File: src/rtl/alu_pkg.sv
// alu_pkg: shared definitions for the ALU scheduler slice.
//   - widths of the ALU datapath and opcode
//   - ALU opcode constants (SPARC op3-style encodings)
//   - icc bit indices {N,Z,V,C}
//   - scheduler FSM state enum and latched request payload
package alu_pkg;

   localparam int unsigned ALU_DATA_W = 32;
   localparam int unsigned ALU_OP_W   = 6;
   localparam int unsigned ICC_W      = 4;

   localparam logic [ALU_OP_W-1:0] ALU_ADD = 6'h00;
   localparam logic [ALU_OP_W-1:0] ALU_AND = 6'h01;
   localparam logic [ALU_OP_W-1:0] ALU_OR  = 6'h02;
   localparam logic [ALU_OP_W-1:0] ALU_XOR = 6'h03;
   localparam logic [ALU_OP_W-1:0] ALU_SUB = 6'h04;

   localparam int unsigned ICC_N = 3;
   localparam int unsigned ICC_Z = 2;
   localparam int unsigned ICC_V = 1;
   localparam int unsigned ICC_C = 0;

   typedef enum logic [1:0] {
      IDLE = 2'd0,
      EXEC = 2'd1,
      DONE = 2'd2
   } sched_state_t;

   // Operation captured at the request handshake
   typedef struct packed {
      logic [ALU_DATA_W-1:0] a;
      logic [ALU_DATA_W-1:0] b;
      logic [ALU_OP_W-1:0]   op;
      logic                  usec;
      logic                  setcc;
      logic                  id;
   } alu_req_t;

   // Assemble individual ALU flags into icc order {N,Z,V,C}
   function automatic logic [ICC_W-1:0] pack_flags(input logic n, input logic z,
                                                    input logic v, input logic c);
      return {n, z, v, c};
   endfunction

endpackage

File: src/rtl/ALU_32bit.sv
// ALU_32bit: combinational 32-bit integer ALU.
//   result, n, z, c, v : outputs (result and SPARC-style flags)
//   a, b               : operands
//   opcode             : alu_pkg ALU_* encoding
//   carry              : carry-in for ADD (added) and SUB (borrow, subtracted)
// C is carry-out for ADD and borrow for SUB; logical ops clear C and V.
module ALU_32bit
   import alu_pkg::*;
(
   output logic [ALU_DATA_W-1:0] result,
   output logic                  n,
   output logic                  z,
   output logic                  c,
   output logic                  v,
   input  logic [ALU_DATA_W-1:0] a,
   input  logic [ALU_DATA_W-1:0] b,
   input  logic [ALU_OP_W-1:0]   opcode,
   input  logic                  carry
);

   logic [ALU_DATA_W:0] wide;

   // Operation select and arithmetic flags
   always_comb begin
      wide   = '0;
      result = '0;
      c      = 1'b0;
      v      = 1'b0;
      case (opcode)
         ALU_ADD: begin
            wide   = {1'b0, a} + {1'b0, b} + (ALU_DATA_W+1)'(carry);
            result = wide[ALU_DATA_W-1:0];
            c      = wide[ALU_DATA_W];
            v      = (a[ALU_DATA_W-1] == b[ALU_DATA_W-1]) &&
                     (result[ALU_DATA_W-1] != a[ALU_DATA_W-1]);
         end
         ALU_SUB: begin
            wide   = {1'b0, a} - {1'b0, b} - (ALU_DATA_W+1)'(carry);
            result = wide[ALU_DATA_W-1:0];
            c      = wide[ALU_DATA_W];
            v      = (a[ALU_DATA_W-1] != b[ALU_DATA_W-1]) &&
                     (result[ALU_DATA_W-1] != a[ALU_DATA_W-1]);
         end
         ALU_AND: result = a & b;
         ALU_OR:  result = a | b;
         ALU_XOR: result = a ^ b;
         default: result = '0;
      endcase
   end

   assign n = result[ALU_DATA_W-1];
   assign z = (result == '0);

endmodule

File: src/rtl/rr_arbiter_2.sv
// rr_arbiter_2: two-way request arbiter.
//   clk, reset : clock and synchronous active-high reset (pointer only)
//   req        : per-port request
//   advance    : a grant was accepted this cycle; move the pointer
//   gnt        : one-hot grant, zero when no request
// Default build is round-robin: on contention the pointer's port wins and the
// pointer then moves to the port that lost. With ALU_SCHED_FIXED_PRIO_EN
// defined, port 0 always wins and no pointer exists.
module rr_arbiter_2 (
   input  logic       clk,
   input  logic       reset,
   input  logic [1:0] req,
   input  logic       advance,
   output logic [1:0] gnt
);

`ifdef ALU_SCHED_FIXED_PRIO_EN
   logic unused_ok;
   assign unused_ok = ^{clk, reset, advance};

   assign gnt = req[0] ? 2'b01 : {req[1], 1'b0};
`else
   logic ptr;

   // Lone requester always wins; pointer only breaks ties
   always_comb begin
      gnt = req;
      if (req == 2'b11) begin
         gnt = ptr ? 2'b10 : 2'b01;
      end
   end

   // Granting port 0 hands priority to port 1 and vice versa
   always_ff @(posedge clk) begin
      if (reset) begin
         ptr <= 1'b0;
      end else if (advance) begin
         ptr <= gnt[0];
      end
   end
`endif

endmodule

File: src/rtl/alu_scheduler.sv
// alu_scheduler: shares one ALU_32bit between the integer pipe (port 0) and
// the address/branch unit (port 1), and owns the icc register {N,Z,V,C}.
//   clk, reset        : clock, synchronous active-high reset
//   req_valid/ready   : per-port request handshake (ready only in IDLE)
//   req_a*/b*/op*     : per-port operands and opcode
//   req_usec          : use icc.C as ALU carry-in
//   req_setcc         : write the op's flags to icc on completion
//   rsp_valid/ready   : response handshake; rsp_id/result/flags held in DONE
//   icc               : architectural condition codes
// Config macro: ALU_SCHED_FIXED_PRIO_EN selects fixed port-0 priority.
// One op in flight: IDLE (accept) -> EXEC (ALU, icc write) -> DONE (respond).
module alu_scheduler
   import alu_pkg::*;
#(
   parameter int unsigned DATA_W = ALU_DATA_W,
   parameter int unsigned OP_W   = ALU_OP_W
) (
   input  logic              clk,
   input  logic              reset,
   input  logic [1:0]        req_valid,
   output logic [1:0]        req_ready,
   input  logic [DATA_W-1:0] req_a0,
   input  logic [DATA_W-1:0] req_b0,
   input  logic [DATA_W-1:0] req_a1,
   input  logic [DATA_W-1:0] req_b1,
   input  logic [OP_W-1:0]   req_op0,
   input  logic [OP_W-1:0]   req_op1,
   input  logic [1:0]        req_usec,
   input  logic [1:0]        req_setcc,
   output logic              rsp_valid,
   input  logic              rsp_ready,
   output logic              rsp_id,
   output logic [DATA_W-1:0] rsp_result,
   output logic [3:0]        rsp_flags,
   output logic [3:0]        icc
);

   sched_state_t      state;
   alu_req_t          op_q;
   logic [1:0]        gnt;
   logic              accept;
   logic              sel;
   logic [DATA_W-1:0] alu_result;
   logic              alu_n, alu_z, alu_c, alu_v;
   logic              alu_cin;
   logic [3:0]        alu_flags;

   rr_arbiter_2 u_arb (
      .clk     (clk),
      .reset   (reset),
      .req     (req_valid),
      .advance (accept),
      .gnt     (gnt)
   );

   // Grant is presented as ready only while idle and out of reset
   assign req_ready = (state == IDLE && !reset) ? gnt : 2'b00;
   assign accept    = |req_ready;
   assign sel       = gnt[1];

   assign alu_cin   = op_q.usec & icc[ICC_C];
   assign alu_flags = pack_flags(alu_n, alu_z, alu_v, alu_c);

   ALU_32bit u_alu (
      .result (alu_result),
      .n      (alu_n),
      .z      (alu_z),
      .c      (alu_c),
      .v      (alu_v),
      .a      (op_q.a),
      .b      (op_q.b),
      .opcode (op_q.op),
      .carry  (alu_cin)
   );

   // Scheduler FSM with registered response and icc
   always_ff @(posedge clk) begin
      if (reset) begin
         state      <= IDLE;
         op_q       <= '0;
         rsp_valid  <= 1'b0;
         rsp_id     <= 1'b0;
         rsp_result <= '0;
         rsp_flags  <= '0;
         icc        <= '0;
      end else begin
         case (state)
            IDLE: begin
               if (accept) begin
                  op_q.a     <= sel ? req_a1  : req_a0;
                  op_q.b     <= sel ? req_b1  : req_b0;
                  op_q.op    <= sel ? req_op1 : req_op0;
                  op_q.usec  <= req_usec[sel];
                  op_q.setcc <= req_setcc[sel];
                  op_q.id    <= sel;
                  state      <= EXEC;
               end
            end
            EXEC: begin
               rsp_result <= alu_result;
               rsp_flags  <= alu_flags;
               rsp_id     <= op_q.id;
               rsp_valid  <= 1'b1;
               if (op_q.setcc) begin
                  icc <= alu_flags;
               end
               state <= DONE;
            end
            DONE: begin
               if (rsp_ready) begin
                  rsp_valid <= 1'b0;
                  state     <= IDLE;
               end
            end
            default: state <= IDLE;
         endcase
      end
   end

endmodule
File: config.mk
export PLATFORM = sky130hd
export DESIGN_NAME = alu_scheduler
export DESIGN_NICKNAME = d
export VERILOG_FILES = /design/src/rtl/alu_pkg.sv /design/src/rtl/ALU_32bit.sv /design/src/rtl/rr_arbiter_2.sv /design/src/rtl/alu_scheduler.sv
export SDC_FILE = /design/constraint.sdc
export NUM_CORES = 1
export LEC_CHECK = 0
export ABC_CLOCK_PERIOD_IN_PS = 4400
export BUFFER_PORTS_ARGS = -buffer_cell sky130_fd_sc_hd__buf_2
export CAP_MARGIN = 5
export CORE_ASPECT_RATIO = 1.25
export CORE_MARGIN = 1.5
export CORE_UTILIZATION = 50
export CTS_CLUSTER_SIZE = 12
export DETAILED_ROUTE_END_ITERATION = 8
export PLACE_DENSITY = 0.73
export SYNTH_ARGS = -nofsm -noshare
export SYNTH_HDL_FRONTEND = slang
export SYNTH_SLANG_ARGS = --single-unit
File: constraint.sdc
create_clock -name clk -period 4.4 [get_ports clk]
set_clock_uncertainty 0.05 [all_clocks]
set_input_delay 0.66 -clock clk [delete_from_list [all_inputs] [get_ports clk]]
set_output_delay 0.66 -clock clk [all_outputs]
set_load 0.05 [all_outputs]
======== Word-level counts from Yosys, hierarchy flattened ========
Cells that the tools add are included.
operators by class
  equal/unequal tests ..................... 13
  reductions and logical operators ........ 13
  add/subtract/negate cells ............... 4
  $lt $le $gt $ge ......................... 1
  bitwise gates (word level) .............. 4
  multiplexer cells ....................... 18
operators with widths
  cell                  number
  $pmux W32 S5          1
  $mux W32              2
  $add A32 B32 Y33      1
  $add A33 B1 Y33       1
  $sub A32 B32 Y33      1
  $sub A33 B1 Y33       1
  $and A32 B32 Y32      1
  $logic_not A32 Y1     1
  $or A32 B32 Y32       1
  $xor A32 B32 Y32      1
  $eq A6 B2 Y1 const B  2
  $mux W2               5
  $reduce_and A2 Y1     4
  $eq A6 B1 Y1 const B  1
  $eq A6 B3 Y1 const B  1
  $logic_not A6 Y1      1
  $mux W6               1
  $pmux W1 S2           3
  $pmux W2 S3           1
  $mux W1               5
  $eq A2 B2 Y1 const B  2
  $ne A2 B2 Y1 const B  2
  $logic_and A1 B1 Y1   3
  $ne A1 B1 Y1          3
  8 further kinds       8
word-level totals
  output and inout port bits .............. 44
  flip-flop bits (word level) ............. 118
  input port bits ......................... 149

======== Logic depth before layout (Yosys ltp) ========
Gate-level depths: netlist of the first run.
  depth after elaboration ................. 6
  mapped depth ............................ 16

======== Hierarchy ========
From an unflattened synthesis of the first run, not the netlist that was laid out.
second synthesis, totals
  cells, all modules ...................... 1402
  area total of the unflattened synthesis .. 11549.8 µm²
modules (own cells, without submodules)
  module         instances  cells an instance  area each (µm²)
  ALU_32bit      1          866                5979.5
  alu_scheduler  1          529                5502.8
  rr_arbiter_2   1          7                  67.6

======== Least setup slack after synthesis of the first run ========
OpenSTA, ideal clock, no wires.
  kind .................................... register -> register
  from .................................... register icc[0]
  to ...................................... register rsp_flags[2]
  data required time ...................... 4.263 ns
  stages on the path, launching flop included .. 17
  library setup time ...................... 0.087 ns
  data arrival time ....................... 3.614 ns
  setup slack ............................. 0.649 ns
  path through ............................ dfxtp_1 > nand2_1 > inv_1 > fa_1 > inv_1 > ha_1 > o21ai_0 > a211oi_1 > a311oi_1 > nand2_1 > nor4bb_1 > o22ai_1 > xnor2_1 > a221oi_1 > o211a_1 > nand4b_1 > o31ai_1
on the way
  cells in the longest elaborated chain, start to end .. 4
RTL lines
  item                                                       line                              text
  start, declared                                            alu_scheduler.sv:35               output logic [3:0] icc
  start signal, assigned                                     alu_scheduler.sv:105              icc <= alu_flags;
  $and A1 B1 Y1 (*)                                          alu_scheduler.sv:61               assign alu_cin = op_q.usec & icc[ICC_C];
  $sub A33 B1 Y33 / $add A33 B1 Y33 (equally long branches)  ALU_32bit.sv:38, ALU_32bit.sv:31
  $pmux W32 S5 (*)                                           ALU_32bit.sv:29                   case (opcode)
  $logic_not A32 Y1 (*)                                      ALU_32bit.sv:52                   assign z = (result == '0);
  end signal, assigned                                       alu_scheduler.sv:101              rsp_flags <= alu_flags;
  end, declared                                              alu_scheduler.sv:34               output logic [3:0] rsp_flags,
Every way passes the cells marked *; elsewhere a longest branch is shown, timed or not.
A chain may end at the register's enable or synchronous reset.

======== Final worst setup path of the first run ========
  from .................................... register op_q[9] (netlist name)
  to ...................................... register icc[2]
on the way
  cells in the longest elaborated chain, start to end .. 4
RTL lines
  item                                                         line
  $sub A32 B32 Y33 / $add A32 B32 Y33 (equally long branches)  ALU_32bit.sv:38, ALU_32bit.sv:31
  $sub A33 B1 Y33 / $add A33 B1 Y33 (equally long branches)    ALU_32bit.sv:38, ALU_32bit.sv:31
  $pmux W32 S5 (*)                                             ALU_32bit.sv:29
  $logic_not A32 Y1 (*)                                        ALU_32bit.sv:52
Marked as above.

==> results.ini, run 1 <==
[run_status]
outcome = finished, final reports clean

[sta]
final-hold-violation-count = 0
tightest_slew_ns = 0.880
finalSetupViolCount = 0
relSlewSlack = 0.412
timing.hold.ws_ns = 0.403
fin_crit_sh = 0.971
timing.final.crit_period_ns = 4.27
maxSlewViolCount = 0
max_freq_mhz = 234
rsz0062_at_grt = no
setup_tns_ns = 0

[route]
ant_nets = 0
drc = 0
via_per_inst = 6.07
drt_iter0_drc = 874
vias = 11200
first_pass_iters = 6
wirelength_um = 34800
wire_per_inst_um = 18.9

[finish]
multiInputGateArea_um2 = 7660
n_antenna_cell = 0
drive_gt1_frac = 0.189
final_util = 0.605
nFillCells = 1979
syn_to_final_growth_pct = 17.8
fin_nets = 1836
register_area_um2 = 2340

[setup_path]
start_kind = flop
path_cells = inv_1, fa_1, fa_1, o21a_1, o22a_1, a22oi_1, a21bo_2, xnor2_1, a2111oi_2, nand2b_1, nor4_1, buf_4, nand4b_1, o31ai_1
cp_slowest_stage_delay_ns = 0.65
cpMostUsedCell = fa_1
path_max_fanout = 4
cp-endpoint = icc[2]$_SDFFE_PP0P_
cp.depth = 14
cp-startpoint = op_q[9]$_SDFFE_PP0P_
r2r-start = op_q[9]$_SDFFE_PP0P_
worst_path_max_delay_cell = a2111oi_2
cp.required_ns = 4.69
reg2reg_slack_ns = 0.13
path_delay_family = compound AO/OA/AOI/OAI gates
r2r-end = icc[2]$_SDFFE_PP0P_
worstSetupPathType = reg -> reg
path_buf_inv = 2
endpoint_kind = flop
r2r_cells = 14
arrival_ns = 4.57

[yosys]
synth_compound_area_frac = 0.275
synthMuxAreaShare = 0.0720
syn_area_um2 = 10700
ys_seq_area_frac = 0.219
synth_fa_ha_area_frac = 0.155
netlist_instances = 1392
synth_top_family_by_area = compound AO/OA/AOI/OAI gates
synth_top_area_cell = dfxtp_1
synth-simple-area-share = 0.177
synth_ff_type = dfxtp_1
yosys.area.top_type_share = 0.219
synth_fp_nets = 1671
avgSynthCellArea_um2 = 7.70
yosys_warnings = 0
synth_enable_flop_cells = 0
synth.distinct_cells = 81
synthArstFlopShare = 0
synth-seq-cells = 117
synth_area_leaders = dfxtp_1 (22%), ha_1 (15%), a211oi_1 (8.3%)
synthXorXnorAreaFrac = 0.0310

[pwr]
total_leakage_power_nw = 5.66
powerDensity_nw_per_um2 = 482
ir_worst_vdd_mv = 0.333

[floorplan]
core_region_area_um2 = 20900
initial_core_util = 0.513
rows = 59
die_h_um = 167
die_w_um = 134
die-area_um2 = 22300
io_pins = 193

[cts]
cts-buffers-inserted = 17
cts_setup_buffers = 0
cts_max_level = 4
clk_pin_slew_ns = 0.07
cts_tree = yes
clk_latency_ns = 0.45
cts_buffer_depth = 2
cts.sinks = 117
cts_root_buf = clkbuf_16

[global_route]
grt_pass1_wl_um = 54600
gr-total-overflow = 0
grt_pass1_vias = 10600
grt_max_degree = 80
antenna_found_initial = 0
grt_use_total = 0.308

[place]
finalWeightedCongestion = 1.01
dp_hpwl_um = 26700
port_buffers = 192

[job]
maxCapViolCount = 0

[worst_hold_path]
min_path_type = reg -> reg

[final cells by class]
class | instances | area share
clock inverters | 13 | 0.0108
well taps | 274 | 0.0271
multi-input cells | 1075 | 0.606
inverters | 112 | 0.0333
repair buffers | 234 | 0.101
flip-flops and latches | 117 | 0.185
clock buffers | 19 | 0.0359
[stage by stage]
step / power, W / instances / instance area [um2] / worst slack (ns)
6_report: 0.00609 / 1844 / 12600 / 0.127
3_3_place_gp: 0.00452 / 1812 / 12000 / 0.195
5_1_grt: 0.00644 / 1844 / 12600 / 0.0117
4_1_cts: 0.00601 / 1844 / 12600 / 0.0404
3_5_place_dp: 0.00455 / 1812 / 12000 / 0.0560
2_1_floorplan: 0.00367 / 1392 / 10700 / 0.649
[worst reg2reg max path, delay by kind of cell (launching register included)]
kind | cells | cell delay [ns]
adders and majority gates | 2 | 0.93
and+or+nand+nor | 3 | 0.41
buffers and inverters | 2 | 0.28
DFF | 1 | 0.42
AOI/OAI and AO/OA | 6 | 1.99
xor gates and xnor gates | 1 | 0.11
[repair_timing]
item	CTS	global route
resized for setup	0	2
hold buffers	0	0
setup endpoints to repair	0	2
[synthesized netlist by cell type, types with 12 or more instances]
| library cell | number |
|---|---|
| o21ai_0 | 64 |
| a221oi_1 | 16 |
| xor2_1 | 16 |
| a22oi_1 | 17 |
| a21oi_1 | 83 |
| nand4_1 | 24 |
| nor3_1 | 30 |
| xnor2_1 | 22 |
| nand3_1 | 14 |
| dfxtp_1 | 117 |
| or3_1 | 14 |
| o21a_1 | 12 |
| a21o_1 | 21 |
| clkbuf_1 | 66 |
| nand2b_1 | 17 |
| mux2i_1 | 76 |
| a211oi_1 | 118 |
| ha_1 | 126 |
| nand2_1 | 84 |
| inv_1 | 112 |
| nor2_1 | 170 |
[cell usage in the layout (no fill, tap or decap), types with 21 or more instances in the layout]
master	synthesis	final
a211oi_1	118	117
a21o_1	21	21
a21oi_1	83	83
buf_2	11	191
buf_4	1	43
dfxtp_1	117	117
ha_1	126	126
inv_1	112	112
mux2i_1	76	76
nand2_1	84	84
nand4_1	24	24
nor2_1	170	168
nor3_1	30	29
o21ai_0	64	63
xnor2_1	22	22
[power breakdown]
| group | internal (W) | switching, W | leakage [nW] |
|---|---|---|---|
| Clock | 0.000827 | 0.000623 | 0.294 |
| Combinational | 0.00122 | 0.00209 | 4.40 |
| Sequential | 0.00120 | 0.000128 | 0.963 |
[worst min-delay path by stage]
stage / start / end / slack [ns] / cells after the start
global placement: op_q[0]$_SDFFE_PP0P_ / rsp_id$_SDFFE_PP0P_ / 0.39 / 2
global route: op_q[0]$_SDFFE_PP0P_ / rsp_id$_SDFFE_PP0P_ / 0.43 / 2
detailed placement: op_q[0]$_SDFFE_PP0P_ / rsp_id$_SDFFE_PP0P_ / 0.40 / 2
CTS: op_q[0]$_SDFFE_PP0P_ / rsp_id$_SDFFE_PP0P_ / 0.40 / 2
floorplan: op_q[0]$_SDFFE_PP0P_ / rsp_id$_SDFFE_PP0P_ / 0.38 / 2
finish: op_q[0]$_SDFFE_PP0P_ / rsp_id$_SDFFE_PP0P_ / 0.40 / 2
[state kept, by name, summed over array words and instances (netlist names)]
signal      count
rsp_id          1
icc             4
rsp_result     32
state           2
u_arb.ptr       1
rsp_flags       3
rsp_valid       1
op_q           73
[cells by family after synthesis]
family                     count (synthesis)
AOI/OAI and AO/OA                        429
xor gates and xnor gates                  38
adders and majority gates                130
buffers and inverters                    200
DFF                                      117
muxes                                     77
and+or+nand+nor                          401
[per-layer routing]
layer	vias up	part of all wire	global-route usage
met5	-	0	0
met4	0	0.061	0.180
met3	137	0.069	0.0569
met2	523	0.48	0.527
met1	5152	0.39	0.355
li1	5382	-	-
Power figures use the tool's default switching activity.
==> run 2: changes to the inputs <==
--- a/config.mk
+++ b/config.mk
@@ -14,6 +14,7 @@
 export CTS_CLUSTER_SIZE = 12
 export DETAILED_ROUTE_END_ITERATION = 8
 export PLACE_DENSITY = 0.73
+export RECOVER_POWER = 100
 export SYNTH_ARGS = -nofsm -noshare
 export SYNTH_HDL_FRONTEND = slang
 export SYNTH_SLANG_ARGS = --single-unit
==> results.ini, run 2 (synthesis results as in run 1) <==
[run_status]
outcome = finished with violations
violations = capacitance limit, slew limit

[global_route]
grt_use_total = 0.308
grt_pass1_wl_um = 54600
antenna_found_initial = 0
grt_max_degree = 80
grt_pass1_vias = 10600
gr-total-overflow = 0

[setup_path]
r2r_cells = 14
cpMostUsedCell = fa_1
cp-startpoint = op_q[9]$_SDFFE_PP0P_
path_delay_family = compound AO/OA/AOI/OAI gates
cp.depth = 14
start_kind = flop
path_cells = inv_1, fa_1, fa_1, o21a_1, o22a_1, a22oi_1, a21bo_2, xnor2_1, a2111oi_2, nand2b_1, nor4_1, buf_4, nand4b_1, o31ai_1
cp_slowest_stage_delay_ns = 0.65
endpoint_kind = flop
worstSetupPathType = reg -> reg
cp.required_ns = 4.69
path_max_fanout = 4
path_buf_inv = 2
r2r-end = icc[2]$_SDFFE_PP0P_
worst_path_max_delay_cell = a2111oi_2
arrival_ns = 4.56
reg2reg_slack_ns = 0.13
r2r-start = op_q[9]$_SDFFE_PP0P_

[place]
pre_cts_ws_ns = 0.0560
port_buffers = 192
dp_hpwl_um = 26700
placedInstanceArea_um2 = 12000
finalWeightedCongestion = 1.01

[route]
wirelength_um = 34800
vias = 11200
first_pass_iters = 5
drc = 0
ant_nets = 0
via_per_inst = 6.07
wire_per_inst_um = 18.9
drt_iter0_drc = 812

[finish]
final_cell_mix = nor2_1 (168), buf_2 (147), ha_1 (126)
top_regs = op_q: 73 flops, rsp_result: 32 flops, icc: 4 flops
final_common_cell = nor2_1
regMostFlops = op_q
drive_gt1_frac = 0.159
syn_to_final_growth_pct = 17.1
largest_reg_flops = 73
n_antenna_cell = 0
fin_nets = 1836
final_util = 0.601
finalInstanceArea_um2 = 12600

[cts]
cts_resized = 0
clk_latency_ns = 0.44
cts_buffer_depth = 2
cts_tree = yes
cts_setup_buffers = 0
cts.sinks = 117
cts_hold_buf = 0
cts-buffers-inserted = 17
clk_pin_slew_ns = 0.07
cts_max_level = 4
cts_root_buf = clkbuf_16

[pwr]
total_leakage_power_nw = 5.47
ir_worst_vdd_mv = 0.329
netSwitchingPower_w = 0.00284
power_frac_clock = 0.239
p_int_w = 0.00323
powerDensity_nw_per_um2 = 484
combPwrFrac = 0.542
seqPwrFrac = 0.219
switching_share = 0.468

[worst_hold_path]
hold_path_depth = 2
worstHoldEndpoint = rsp_id$_SDFFE_PP0P_
min_from = op_q[0]$_SDFFE_PP0P_
min_path_type = reg -> reg

[sta]
tightest_slew_ns = 2.25
finalSetupViolCount = 0
rsz0062_at_grt = no
maxSlewViolCount = 123
setup_tns_ns = 0
fin_crit_sh = 0.971
max_freq_mhz = 234
final-hold-violation-count = 0
relSlewSlack = -0.501
timing.final.crit_period_ns = 4.27
setup_ws_ns = 0.128

[floorplan]
die-area_um2 = 22300
io_pins = 193
rows = 59
initial_core_util = 0.513
core_region_area_um2 = 20900
die_h_um = 167
die_w_um = 134

[job]
maxCapViolCount = 2

==> run 2: metrics by stage <==
stage	total power, W	instances	hold WS (ns)
5_1_grt	0.00642	1844	0.427
2_1_floorplan	0.00367	1392	0.382
3_3_place_gp	0.00452	1812	0.388
6_report	0.00607	1844	0.404
3_5_place_dp	0.00455	1812	0.395
4_1_cts	0.00601	1844	0.405
==> run 2: how the worst max path moves through the flow <==
stage	endpoint	slack [ns]
after CTS	icc[2]$_SDFFE_PP0P_	0.04
after global routing	icc[2]$_SDFFE_PP0P_	0.01
after floorplan	rsp_flags[2]$_SDFFE_PP0P_	0.65
final	icc[2]$_SDFFE_PP0P_	0.13
after global placement	rsp_flags[2]$_SDFFE_PP0P_	0.19
after detailed placement	icc[2]$_SDFFE_PP0P_	0.06
==> run 2: layer usage <==
| layer | part of all wire | wire length [um] | GRT usage |
|---|---|---|---|
| met5 | 0 | 0 | 0 |
| met4 | 0.062 | 2170 | 0.180 |
| met3 | 0.066 | 2310 | 0.0569 |
| met2 | 0.48 | 16600 | 0.527 |
| met1 | 0.40 | 13800 | 0.355 |
==> run 2: worst register-to-register path, stage by stage, from the launching register on <==
cell and delay [ns]:
dfxtp_1 0.42, inv_1 0.12, fa_1 0.49, fa_1 0.44, o21a_1 0.23, o22a_1 0.27, a22oi_1 0.29, a21bo_2 0.27
xnor2_1 0.11, a2111oi_2 0.65, nand2b_1 0.10, nor4_1 0.18, buf_4 0.16, nand4b_1 0.13, o31ai_1 0.29
==> run 2: power groups by stage <==
stage | combinational (W) | clock (W) | sequential (W)
2_1_floorplan | 0.00219 | 0 | 0.00148
3_3_place_gp | 0.00318 | 0 | 0.00134
3_5_place_dp | 0.00320 | 0 | 0.00135
4_1_cts | 0.00323 | 0.00146 | 0.00133
5_1_grt | 0.00357 | 0.00151 | 0.00135
6_report | 0.00329 | 0.00145 | 0.00133
==> run 2: layout make-up <==
cell class / count / area (um2)
inverter: 112 / 420
multi-input combinational: 1075 / 7650
clock buffer: 19 / 453
tap: 274 / 343
sequential: 117 / 2340
clock inverter: 13 / 136
fill: 2011 / 8340
timing repair buffer: 234 / 1200
